===== src/rtl/wb_arb_pkg.sv =====
// rtl/wb_arb_pkg.sv - shared types and constants for the 2:1 Wishbone arbiter
package wb_arb_pkg;

  typedef enum logic [1:0] {
    IDLE = 2'd0,
    GNT0 = 2'd1,
    GNT1 = 2'd2
  } arb_state_t;

  localparam logic [1:0] GNT_NONE = 2'b00;
  localparam logic [1:0] GNT_M0   = 2'b01;
  localparam logic [1:0] GNT_M1   = 2'b10;

  // Counter must hold TIMEOUT_CYCLES-1; never narrower than one bit.
  function automatic int wd_width(input int timeout_cycles);
    return (timeout_cycles <= 2) ? 1 : $clog2(timeout_cycles);
  endfunction

endpackage


===== src/rtl/wb_arb_watchdog.sv =====
// rtl/wb_arb_watchdog.sv - stalled-strobe counter that fires after TIMEOUT_CYCLES waits
module wb_arb_watchdog
  import wb_arb_pkg::*;
#(
  parameter int TIMEOUT_CYCLES = 64,
  parameter int CNT_W          = wd_width(TIMEOUT_CYCLES)
) (
  input  logic clk,
  input  logic rst_n,
  input  logic i_clr,
  input  logic i_en,
  output logic o_fire
);

  localparam logic [CNT_W-1:0] LAST = CNT_W'(TIMEOUT_CYCLES - 1);

  logic [CNT_W-1:0] r_cnt;

  assign o_fire = i_en && (r_cnt == LAST);

  always_ff @(posedge clk or negedge rst_n) begin
    if (!rst_n) begin
      r_cnt <= '0;
    end else if (i_clr || o_fire) begin
      r_cnt <= '0;
    end else if (i_en) begin
      r_cnt <= r_cnt + 1'b1;
    end
  end

endmodule


===== src/rtl/wb_arbiter_2to1.sv =====
// rtl/wb_arbiter_2to1.sv - round-robin 2:1 Wishbone arbiter with per-strobe watchdog
module wb_arbiter_2to1
  import wb_arb_pkg::*;
#(
  parameter int DATA_WIDTH     = 32,
  parameter int ADDR_WIDTH     = 32,
  parameter int TIMEOUT_CYCLES = 64
) (
  input  logic                  clk,
  input  logic                  rst,
  input  logic                  cyc_i_0,
  input  logic                  stb_i_0,
  input  logic                  we_i_0,
  input  logic [ADDR_WIDTH-1:0] adr_i_0,
  input  logic [DATA_WIDTH-1:0] dat_i_0,
  output logic [DATA_WIDTH-1:0] dat_o_0,
  output logic                  ack_o_0,
  input  logic                  cyc_i_1,
  input  logic                  stb_i_1,
  input  logic                  we_i_1,
  input  logic [ADDR_WIDTH-1:0] adr_i_1,
  input  logic [DATA_WIDTH-1:0] dat_i_1,
  output logic [DATA_WIDTH-1:0] dat_o_1,
  output logic                  ack_o_1,
  output logic                  cyc_o,
  output logic                  stb_o,
  output logic                  we_o,
  output logic [ADDR_WIDTH-1:0] adr_o,
  output logic [DATA_WIDTH-1:0] dat_o,
  input  logic [DATA_WIDTH-1:0] dat_i,
  input  logic                  ack_i,
  output logic [1:0]            gnt_o,
  output logic                  timeout_o
);

  arb_state_t r_state;
  logic [1:0] r_gnt;
  logic       r_last;

  logic w_sel0, w_sel1, w_cyc, w_stb, w_fire, w_wd_en;

  assign w_sel0 = (r_state == GNT0);
  assign w_sel1 = (r_state == GNT1);

  // Strobe is qualified by cyc so a mid-transfer cyc drop kills stb_o at once.
  assign w_cyc = (w_sel0 & cyc_i_0) | (w_sel1 & cyc_i_1);
  assign w_stb = w_cyc & ((w_sel0 & stb_i_0) | (w_sel1 & stb_i_1));

  assign w_wd_en = w_stb & ~ack_i;

  wb_arb_watchdog #(
    .TIMEOUT_CYCLES(TIMEOUT_CYCLES)
  ) u_watchdog (
    .clk   (clk),
    .rst_n (rst),
    .i_clr (~w_wd_en),
    .i_en  (w_wd_en),
    .o_fire(w_fire)
  );

  assign cyc_o     = w_cyc;
  assign stb_o     = w_stb & ~w_fire;
  assign we_o      = (w_sel0 & we_i_0) | (w_sel1 & we_i_1);
  assign adr_o     = w_sel0 ? adr_i_0 : (w_sel1 ? adr_i_1 : '0);
  assign dat_o     = w_sel0 ? dat_i_0 : (w_sel1 ? dat_i_1 : '0);
  assign dat_o_0   = dat_i;
  assign dat_o_1   = dat_i;
  assign ack_o_0   = w_sel0 & (ack_i | w_fire);
  assign ack_o_1   = w_sel1 & (ack_i | w_fire);
  assign timeout_o = w_fire;
  assign gnt_o     = r_gnt;

  always_ff @(posedge clk or negedge rst) begin
    if (!rst) begin
      r_state <= IDLE;
      r_gnt   <= GNT_NONE;
      r_last  <= 1'b1;
    end else begin
      case (r_state)
        IDLE: begin
          if (cyc_i_0 && (!cyc_i_1 || r_last)) begin
            r_state <= GNT0;
            r_gnt   <= GNT_M0;
          end else if (cyc_i_1) begin
            r_state <= GNT1;
            r_gnt   <= GNT_M1;
          end
        end
        GNT0: begin
          if (!cyc_i_0) begin
            r_state <= IDLE;
            r_gnt   <= GNT_NONE;
            r_last  <= 1'b0;
          end
        end
        GNT1: begin
          if (!cyc_i_1) begin
            r_state <= IDLE;
            r_gnt   <= GNT_NONE;
            r_last  <= 1'b1;
          end
        end
        default: begin
          r_state <= IDLE;
          r_gnt   <= GNT_NONE;
        end
      endcase
    end
  end

endmodule


===== config.mk =====
export PLATFORM = sky130hd
export DESIGN_NAME = wb_arbiter_2to1
export DESIGN_NICKNAME = d
export VERILOG_FILES = /design/src/rtl/wb_arb_pkg.sv /design/src/rtl/wb_arb_watchdog.sv /design/src/rtl/wb_arbiter_2to1.sv
export SDC_FILE = /design/constraint.sdc
export NUM_CORES = 1
export LEC_CHECK = 0
export CAP_MARGIN = 15
export CORE_AREA = 2 2 119 121
export CTS_CLUSTER_DIAMETER = 200
export DETAILED_ROUTE_END_ITERATION = 8
export DIE_AREA = 0 0 121 123
export GPL_TIMING_DRIVEN = 0
export PLACE_DENSITY_LB_ADDON = 0.2
export SETUP_SLACK_MARGIN = 0.5
export SYNTH_ARGS = -nofsm -noshare
export SYNTH_HDL_FRONTEND = slang
export SYNTH_SLANG_ARGS = --single-unit

===== constraint.sdc =====
create_clock -name clk -period 1.8 [get_ports clk]
set_input_delay 0.36 -clock clk [delete_from_list [all_inputs] [get_ports clk]]
set_output_delay 0.36 -clock clk [all_outputs]
set_load 0.005 [all_outputs]

==> results of run 1 <==
[critical path, stage by stage (launching register included)]
cell and delay, ps:
dfrtp_2 410, and2b_2 240, buf_12 160, buf_8 120, buf_6 120, a22o_1 180, buf_2 130
[path summary, 6_finish.rpt]
kind / from / to
setup / recovery: gnt_o[1] / adr_o[22]
hold / removal: rst / u_watchdog.r_cnt[4]
setup reg to reg: gnt_o[0] / u_watchdog.r_cnt[0]
hold reg to reg: r_last / r_last
max in group asynchronous: rst / r_last
min in group clk: r_last / r_last
[cells by family after synthesis]
family / Yosys count / share of synthesized area [%]
AOI/OAI and AO/OA: 77 / 39.86
muxes: 1 / 0.6098
buffers and inverters: 81 / 36.43
and+or+nand+nor: 22 / 6.937
xor gates and xnor gates: 3 / 1.601
DFF: 9 / 13.80
adders and majority gates: 1 / 0.7621
[cell type report]
class                      instances  share of cell area [%]
sequential                         9                   4.382
inverter                           3                  0.2155
multi-input combinational        104                   17.43
clock buffer                       4                   1.509
timing repair buffer             320                   58.81
buffer                            78                   13.34
tap                              180                   4.310
[flip-flops by register name, indices dropped and copies added (netlist names)]
name and cells:
u_watchdog.r_cnt 6, gnt_o 2, r_last 1
[placed cells by master, fill, tap and decap left out, types with 2 or more instances in the layout]
master | Yosys | final
xor2_1 | 2 | 2
dlygate4sd2_1 | 0 | 4
buf_16 | 0 | 2
a21boi_1 | 2 | 2
clkbuf_2 | 0 | 3
nand3_1 | 4 | 3
clkdlybuf4s50_1 | 0 | 173
a22o_1 | 65 | 64
o21ai_0 | 3 | 3
nand2_1 | 4 | 4
dfrtp_1 | 8 | 6
buf_6 | 3 | 35
clkbuf_16 | 0 | 8
nor2_1 | 7 | 5
buf_8 | 0 | 12
buf_4 | 71 | 72
nor2_4 | 0 | 2
dfrtp_2 | 0 | 2
inv_1 | 3 | 2
buf_12 | 0 | 4
and4b_2 | 0 | 2
buf_2 | 4 | 65
dlymetal6s2s_1 | 0 | 23
[layer usage]
metal  part of all wire, %  global-route usage [%]  routed length [um]  vias up
met4                   1.2                   2.180                 129        0
met1                    37                   14.54                3916     1249
met5                     0                       0                   0        -
met3                   7.3                   1.661                 774       11
met2                    54                   23.56                5760      124
li1                      -                       -                   -     1317
[timing repair]
item,CTS,global route
pin swaps,17,27
setup buffers,32,7
setup endpoints to repair,76,100
gates resized for setup,332,56
endpoints found under the hold margin,0,0
cloned,4,5
[report_power, final]
| group | switching, mW | internal, mW |
|---|---|---|
| sequential | 0.0221 | 0.235 |
| clock | 0.103 | 0.297 |
| combinational | 0.759 | 1.51 |
==> key figures, run 1 <==
Run status
  – Status: complete, but fails checks
  – Failing checks: negative setup slack

Yosys
  – Ys flop type: dfrtp_1
  – Asr flop ratio synth: 100.0%
  – Syn Area/Cell: 8.462 um^2
  – Post-synth top area share: 34.68%
  – Most frequent cell after synthesis: buf_4
  – Yosys top cell by area: a22o_1
  – Synth top area cells: a22o_1 (35%), buf_4 (32%), dfrtp_1 (12%), buf_6 (2.1%), dfstp_2 (1.6%)
  – Mapped Nets: 364
  – Post-synth top cells: buf_4 (71), a22o_1 (65), dfrtp_1 (8)
  – Yosys warns: 0
  – Post-synth EDFFs: 0
  – Post-synthesis sequential area ratio: 13.80%
  – Cell count after synthesis: 194
  – Distinct cells, synth: 28
  – #FFs+latches synth: 9
  – Synth Cell Area: 1642 um^2

Placed design
  – Placer congestion estimate: 0.7933
  – Placed Instances: 646
  – I/O Buffers: 272
  – Placed cell area: 4638 um^2
  – Worst slack, placed: -621.9 ps
  – HPWL after DPL: 8097 um

Global routing
  – GRT Total Usage: 12.26%
  – Global-route wire length before repair: 14390 um
  – Largest net degree at the start of global routing: 11
  – GRT overflow: 0
  – Vias in the first global route: 2556
  – Initial antenna violation count: 0

Detailed routing
  – Vias post-DR: 2701
  – Initial DRC Count: 53
  – Residual DRC: 0
  – Vias per Instance: 3.870
  – Routed WL: 10580 um
  – Routed Antenna Nets: 0
  – Drt pass-1 iters: 4
  – Wire per inst: 15.16 um

Critical path
  – Register-to-Register Setup Slack: 430 ps
  – Crit-path max FO: 8
  – Data required, critical path: 1440 ps
  – Critical path data arrival time: 1610 ps
  – Critical path type: flip-flop to output pin
  – Cell depth of the worst flop-to-flop path: 6
  – Startpoint types: flip-flop
  – CP Capture Type: output pin

Power
  – Power per Cell Area: 559.4 nW/um^2
  – Peak VDD IR: 0.3193 mV
  – Total power: 2.923 mW
  – Cell leakage power: 2.588 nW

Clocking
  – Num CTS Buffers: 3
  – Worst-path clk slew: 40 ps
  – CTS sink cnt: 9
  – Cts hold-fix bufs: 0
  – CTS tree: built
  – Root buffer cell: clkbuf_16
  – Skew-Pair Late Insertion Delay: 240 ps
  – H-tree depth: 1
  – CTS Buffer Depth: 2

Floorplan
  – Die footprint: 14880 um^2
  – Io pins: 305
  – Core box area: 13610 um^2
  – Row count: 43
  – Initial core utilization: 12.06%
  – Die height: 123 um
  – Die width: 121 um

STA
  – Min Tclk post-route: 1967 ps
  – Final hold vios: 0
  – Hold_ws: 423.6 ps
  – Fin. max-slew vios: 0
  – Sum Neg Setup Slack: -6419 ps
  – Final setup fails: 68
  – Achievable Freq: 508.5 MHz
  – Tightest Pin Transition: 415.0 ps
  – Final Skew: 1.943 ps
  – Max_slew headroom: 72.25%
  – Setup WS post-layout: -166.6 ps
  – RSZ-0062 raised after global routing: true
  – Final Cycle Share: 109.3%

Run
  – # Max-Cap Violations: 0

Cells and area
  – Filler cell count: 1355
  – Diode count: 0
  – Area growth syn-to-layout: 218.3%
  – Core Util, Final: 38.39%
  – Final nets: 689
  – Area of the multi-input gates: 910.9 um^2
  – Final design instance area without fill: 5225 um^2
  – Non-filler cells, final: 698
  – Share of layout cells above drive strength 1: 42.28%
  – FF+latch area: 229.0 um^2

Worst hold path
  – Type of the tightest min-delay check: input pin to async pin
(Power assumes the default switching activity.)
==> inputs of run 2 (changes only) <==
CELL_PAD_IN_SITES_DETAIL_PLACEMENT = 1   (was not set)
CELL_PAD_IN_SITES_GLOBAL_PLACEMENT = 1   (was not set)
CORE_AREA = not set   (was 2 2 119 121)
CORE_UTILIZATION = 11   (was not set)
DIE_AREA = not set   (was 0 0 121 123)
SKIP_LAST_GASP = 1   (was not set)
==> run 2 against run 1 <==
Against the previous run:
- the flow still finishes with violations (negative setup slack)
- clock skew decreased by 0.85 ps
- cell count decreased by 0.72%
- hold slack improved by 2.4 ps
- maximum frequency decreased by 4.5%
- global-route usage increased by 0.84 points
- design area decreased by 0.41%
- highest routed layer unchanged
- largest cell class unchanged
==> key figures, run 2 (synthesis results as in run 1) <==
Floorplan
  – Row count: 44 (+2.3%)
  – Die height: 124.2 um (+0.94%)
  – Initial core utilization: 11.29% (-0.77 points)
  – Core box area: 14530 um^2 (+6.8%)
  – Io pins: 305 (unchanged)
  – Die footprint: 15420 um^2 (+3.6%)
  – Die width: 124.2 um (+2.6%)

Cells and area
  – Area of the multi-input gates: 905.9 um^2 (-0.55%)
  – Max reg flops: 6 (unchanged)
  – FF+latch area: 229.0 um^2 (unchanged)
  – Largest Register: u_watchdog.r_cnt
  – Final design instance area without fill: 5204 um^2 (-0.41%)
  – Area growth syn-to-layout: 217.0%
  – Commonest non-fill, non-tap cell in the layout: clkdlybuf4s50_1
  – Most frequent cells in the layout: clkdlybuf4s50_1 (157), buf_4 (81), a22o_1 (65), buf_2 (43), dlymetal6s2s_1 (38)
  – Filler cell count: 1685 (+24%)
  – Diode count: 0 (unchanged)
  – Share of layout cells above drive strength 1: 36.74% (-5.5 points)
  – Core Util, Final: 35.80% (-2.6 points)
  – Final nets: 680 (-1.3%)

Critical path
  – Critical path type: flip-flop to output pin
  – CP Capture Type: output pin
  – Register-to-Register Setup Slack: 300 ps (-130 ps)
  – Startpoint types: flip-flop
  – Crit-path max FO: 6 (-2)
  – Critical path data arrival time: 1700 ps (+90 ps)
  – Data required, critical path: 1440 ps (about the same)

STA
  – Hold_ws: 426.0 ps (+2.424 ps)
  – Max_slew headroom: 72.70% (+0.45 points)
  – Final Cycle Share: 114.3% (+5.1 points)
  – Fin. max-slew vios: 0 (unchanged)
  – Final setup fails: 69 (+1.5%)
  – Final hold vios: 0 (unchanged)
  – Tightest Pin Transition: 408.3 ps (-6.686 ps)
  – Setup WS post-layout: -258.2 ps (-91.66 ps)
  – Min Tclk post-route: 2058 ps (+91.66 ps)
  – Achievable Freq: 485.9 MHz (-4.5%)
  – RSZ-0062 raised after global routing: true
  – Final Skew: 1.098 ps (-0.8456 ps)

Detailed routing
  – Routed Antenna Nets: 0 (unchanged)
  – Drt pass-1 iters: 4 (unchanged)
  – Vias post-DR: 2709 (+0.30%)
  – Wire per inst: 16.86 um (+11%)
  – Routed WL: 11690 um (+10%)
  – Initial DRC Count: 38 (-28%)
  – Residual DRC: 0 (unchanged)
  – Vias per Instance: 3.909 (+1.0%)

Global routing
  – GRT Total Usage: 13.10% (+0.84 points)
  – GRT overflow: 0 (unchanged)
  – Global-route wire length before repair: 15100 um (+5.0%)
  – Vias in the first global route: 2631 (+2.9%)
  – Initial antenna violation count: 0 (unchanged)
  – Largest net degree at the start of global routing: 11 (unchanged)

Power
  – Cell leakage power: 2.698 nW (+4.3%)
  – Total power: 2.863 mW (-2.0%)
  – Power per Cell Area: 550.2 nW/um^2 (-1.6%)
  – Peak VDD IR: 0.5255 mV (+65%)

Run status
  – Failing checks: negative setup slack
  – Status: complete, but fails checks

Clocking
  – Worst-path clk slew: 40 ps (about the same)
  – H-tree depth: 1 (unchanged)
  – Root buffer cell: clkbuf_16
  – Num CTS Buffers: 3 (unchanged)
  – CTS Buffer Depth: 2 (unchanged)
  – Skew-Pair Late Insertion Delay: 230 ps (about the same)
  – CTS sink cnt: 9 (unchanged)
  – CTS tree: built

Placed design
  – Worst slack, placed: -614.8 ps (+7.043 ps)
  – HPWL after DPL: 9384 um (+16%)
  – Placed cell area: 4643 um^2 (+0.11%)
  – Placer congestion estimate: 0.8357 (+5.3%)
  – I/O Buffers: 272 (unchanged)

Worst hold path
  – Type of the tightest min-delay check: input pin to async pin

Run
  – # Max-Cap Violations: 0 (unchanged)
run 2: changes by cell type in the layout (fill, tap and decap cells not counted), sizes merged:
cell           before  now
clkbuf             12   10
dlygate4sd2         4   24
buf               190  159
dlymetal6s2s       23   38
clkdlybuf4s15       0    4
bufbuf              0    1
clkdlybuf4s50     173  157
run 2: worst max-delay path, cell delays in order (launching register included):
cell and delay, ps:
dfrtp_2 420, and2b_2 240, buf_12 150, buf_8 120
buf_6 120, buf_6 100, a22o_1 160, buf_2 130
run 2: per-layer routing:
layer | track usage, % | vias to the layer above | part of all wire [%] | wire [um]
li1 | - | 1297 | - | -
met4 | 1.414 | 0 | 0.25 | 29
met1 | 14.64 | 1285 | 37 | 4369
met2 | 26.93 | 124 | 56 | 6523
met3 | 1.099 | 3 | 6.5 | 763
met5 | 0 | - | 0 | 0
run 2: path summary, 6_finish.rpt:
kind	from	to	cells after the start
setup / recovery	gnt_o[1]	dat_o[8]	7
hold / removal	rst	u_watchdog.r_cnt[2]	1
setup reg to reg	gnt_o[1]	u_watchdog.r_cnt[3]	6
hold reg to reg	u_watchdog.r_cnt[0]	u_watchdog.r_cnt[0]	1
max in group asynchronous	rst	r_last	1
min in group clk	u_watchdog.r_cnt[0]	u_watchdog.r_cnt[0]	1
run 2: power breakdown:
group          total (mW)  switching (mW)  leakage, nW  internal, mW
logic                2.21           0.759         2.54          1.45
registers           0.260          0.0250        0.117         0.235
clock network       0.391          0.0954       0.0382         0.296
run 2: final cells by class:
class | instances | area share, %
tap | 184 | 4.424
inverter | 3 | 0.2645
clock buffer | 4 | 1.515
multi-input combinational | 104 | 17.41
sequential | 9 | 4.400
timing repair buffer | 311 | 58.74
buffer | 78 | 13.25
run 2: through the flow:
stage	cells	setup TNS, ps
2_1_floorplan	194	0
3_3_place_gp	650	-16580
3_5_place_dp	650	-18370
4_1_cts	685	-13390
5_1_grt	693	-14110
6_report	693	-10900
run 2: repair_timing:
item | CTS | global route
gates cloned | 6 | 1
resized for setup | 241 | 83
setup endpoints to repair | 80 | 116
hold buffers | 0 | 0
pin swaps | 8 | 23
buffers inserted | 25 | 7
==> inputs of run 3 (changes only) <==
CORE_ASPECT_RATIO = 0.7   (was not set)
==> run 3 against run 2 <==
Against the previous run:
- the run still ends with negative setup slack left
- cell count is 2.5% higher
- setup slack improved by 81 ps
- combinational power is essentially flat
- critical path depth did not move
- routed wire length decreased by 5.3%
- register-to-register slack improved by 50 ps
- design area down 1.3%
- maximum frequency up 4.1%
- via count stayed put
==> key figures, run 3 (synthesis results as in run 1) <==
Floorplan
  – Row count: 36 (-18%)
  – Io pins: 305 (unchanged)
  – Die width: 148.0 um (+19%)
  – Die height: 104.2 um (-16%)
  – Core box area: 14230 um^2 (-2.1%)
  – Initial core utilization: 11.53% (+0.24 points)
  – Die footprint: 15420 um^2 (about the same)

Critical path
  – R2R Path End: u_watchdog.r_cnt[1]
  – Crit-path max FO: 4 (-2)
  – Largest incremental delay on the critical path: 420 ps (about the same)
  – Critical path type: flip-flop to output pin
  – Critical path data arrival time: 1620 ps (-80 ps)
  – Startpoint types: flip-flop
  – WP depth: 7 (unchanged)
  – Critical path's most frequent cell: buf_6
  – Setup crit start: gnt_o[1]
  – Data required, critical path: 1440 ps (about the same)
  – Setup crit end: adr_o[15]
  – Critical path's top delay family: buffers and inverters
  – Crit-path cells: and2b_4, buf_12, buf_6, buf_6, buf_6, a22o_1, buf_2
  – Register-to-Register Setup Slack: 350 ps (+50 ps)
  – Worst path buffer plus inverter count: 5 (unchanged)
  – CP Capture Type: output pin
  – Cell depth of the worst flop-to-flop path: 6 (unchanged)
  – Worst path slowest cell: dfrtp_2
  – FF-to-FF Start: gnt_o[0]

Global routing
  – GRT Total Usage: 13.21% (+0.11 points)
  – Vias in the first global route: 2859 (+8.7%)
  – GRT overflow: 0 (unchanged)
  – Initial antenna violation count: 0 (unchanged)
  – Largest net degree at the start of global routing: 11 (unchanged)
  – Global-route wire length before repair: 16150 um (+6.9%)

STA
  – Max_slew headroom: 73.03% (+0.34 points)
  – Fin. max-slew vios: 0 (unchanged)
  – Setup WS post-layout: -177.3 ps (+80.93 ps)
  – Achievable Freq: 505.7 MHz (+4.1%)
  – Final Skew: 3.200 ps (+2.102 ps)
  – Tightest Pin Transition: 403.2 ps (-5.056 ps)
  – Min Tclk post-route: 1977 ps (-80.93 ps)
  – Final setup fails: 69 (unchanged)
  – RSZ-0062 raised after global routing: true
  – Final Cycle Share: 109.9% (-4.5 points)
  – Final hold vios: 0 (unchanged)

Power
  – Power per Cell Area: 551.7 nW/um^2 (+0.27%)
  – Peak VDD IR: 0.3041 mV (-42%)
  – Total power: 2.833 mW (-1.1%)
  – Cell leakage power: 2.487 nW (-7.8%)

Clocking
  – CTS sink cnt: 9 (unchanged)
  – Root buffer cell: clkbuf_16
  – H-tree depth: 1 (unchanged)
  – Num CTS Buffers: 3 (unchanged)
  – CTS tree: built
  – CTS Buffer Depth: 2 (unchanged)
  – Skew-Pair Late Insertion Delay: 230 ps (about the same)
  – Worst-path clk slew: 40 ps (about the same)

Detailed routing
  – Drt pass-1 iters: 3 (-1)
  – Vias per Instance: 3.815 (-2.4%)
  – Wire per inst: 15.59 um (-7.5%)
  – Initial DRC Count: 41 (+7.9%)
  – Vias post-DR: 2709 (unchanged)
  – Routed WL: 11070 um (-5.3%)
  – Routed Antenna Nets: 0 (unchanged)
  – Residual DRC: 0 (unchanged)

Cells and area
  – Max reg flops: 6 (unchanged)
  – Final nets: 691 (+1.6%)
  – Diode count: 0 (unchanged)
  – Filler cell count: 1647 (-2.3%)
  – Commonest non-fill, non-tap cell in the layout: clkdlybuf4s50_1
  – Area growth syn-to-layout: 212.8%
  – Largest Register: u_watchdog.r_cnt
  – FF+latch area: 229.0 um^2 (unchanged)
  – Share of layout cells above drive strength 1: 42.69% (+6.0 points)
  – Non-filler cells, final: 710 (+2.5%)
  – Most frequent cells in the layout: clkdlybuf4s50_1 (177), buf_4 (77), buf_2 (69), a22o_1 (65), buf_6 (31)
  – Area of the multi-input gates: 902.1 um^2 (-0.41%)

Placed design
  – Worst slack, placed: -576.2 ps (+38.58 ps)
  – Placer congestion estimate: 0.7306 (-13%)
  – HPWL after DPL: 9000 um (-4.1%)
  – I/O Buffers: 272 (unchanged)
  – Placed Instances: 656 (+0.92%)

Run
  – # Max-Cap Violations: 0 (unchanged)

Run status
  – Failing checks: negative setup slack
  – Status: complete, but fails checks

Worst hold path
  – Type of the tightest min-delay check: input pin to async pin
## run 3: cell types whose count changed in the layout (fill, tap and decap cells not counted), sizes merged
cell	previous run	this run
buf	159	195
bufbuf	1	0
clkbuf	10	8
clkdlybuf4s15	4	0
clkdlybuf4s50	157	177
clkinv	0	1
dlygate4sd2	24	10
dlymetal6s2s	38	13
## run 3: layer usage
layer | vias up | track usage [%] | part of all wire, %
met1 | 1251 | 14.51 | 38
met3 | 2 | 2.851 | 8.0
li1 | 1318 | - | -
met5 | - | 0 | 0
met4 | 0 | 0.8837 | 0.17
met2 | 138 | 26.43 | 53
## run 3: per-stage QoR
step | hold WS, ps | util [%] | area (um^2) | TNS [ps]
after floorplan | 64.41 | - | 1690 | 0
after global placement | 447.1 | 32.67 | 4651 | -17620
after detailed placement | 476.5 | 32.67 | 4651 | -19090
after CTS | 449.8 | 34.64 | 4931 | -7699
after global routing | 477.1 | 36.08 | 5135 | -11830
final | 424.0 | 36.08 | 5135 | -6912
## run 3: power breakdown
part / internal, mW / switching (mW) / total [mW]
Sequential: 0.235 / 0.0212 / 0.256
Combinational: 1.44 / 0.747 / 2.19
Clock: 0.292 / 0.0940 / 0.386
## run 3: final cells by class
cell class	count	area share, %
clock inverters	1	0.09747
multi-input cells	104	17.57
inverters	3	0.2680
clock buffers	3	1.462
flip-flops and latches	9	4.459
plain buffers	78	13.43
well taps	190	4.630
repair buffers	322	58.09
## run 3: how the worst min path moves through the flow
| stage | cells after the start | end | startpoint |
|---|---|---|---|
| finish | 1 | u_watchdog.r_cnt[2] | rst |
| global route | 1 | u_watchdog.r_cnt[2] | rst |
| CTS | 1 | u_watchdog.r_cnt[2] | rst |
| detailed placement | 1 | u_watchdog.r_cnt[0] | u_watchdog.r_cnt[0] |
| global placement | 1 | u_watchdog.r_cnt[0] | u_watchdog.r_cnt[0] |
| floorplan | 0 | gnt_o[0] | rst |
## run 3: what timing repair did
item	4_1_cts	5_1_grt
gates resized for setup	335	43
endpoints found under the setup margin	84	91
setup buffers	38	6
cloned	4	2
hold endpoints to repair	0	0
pin swaps	25	22
hold buffers	0	0
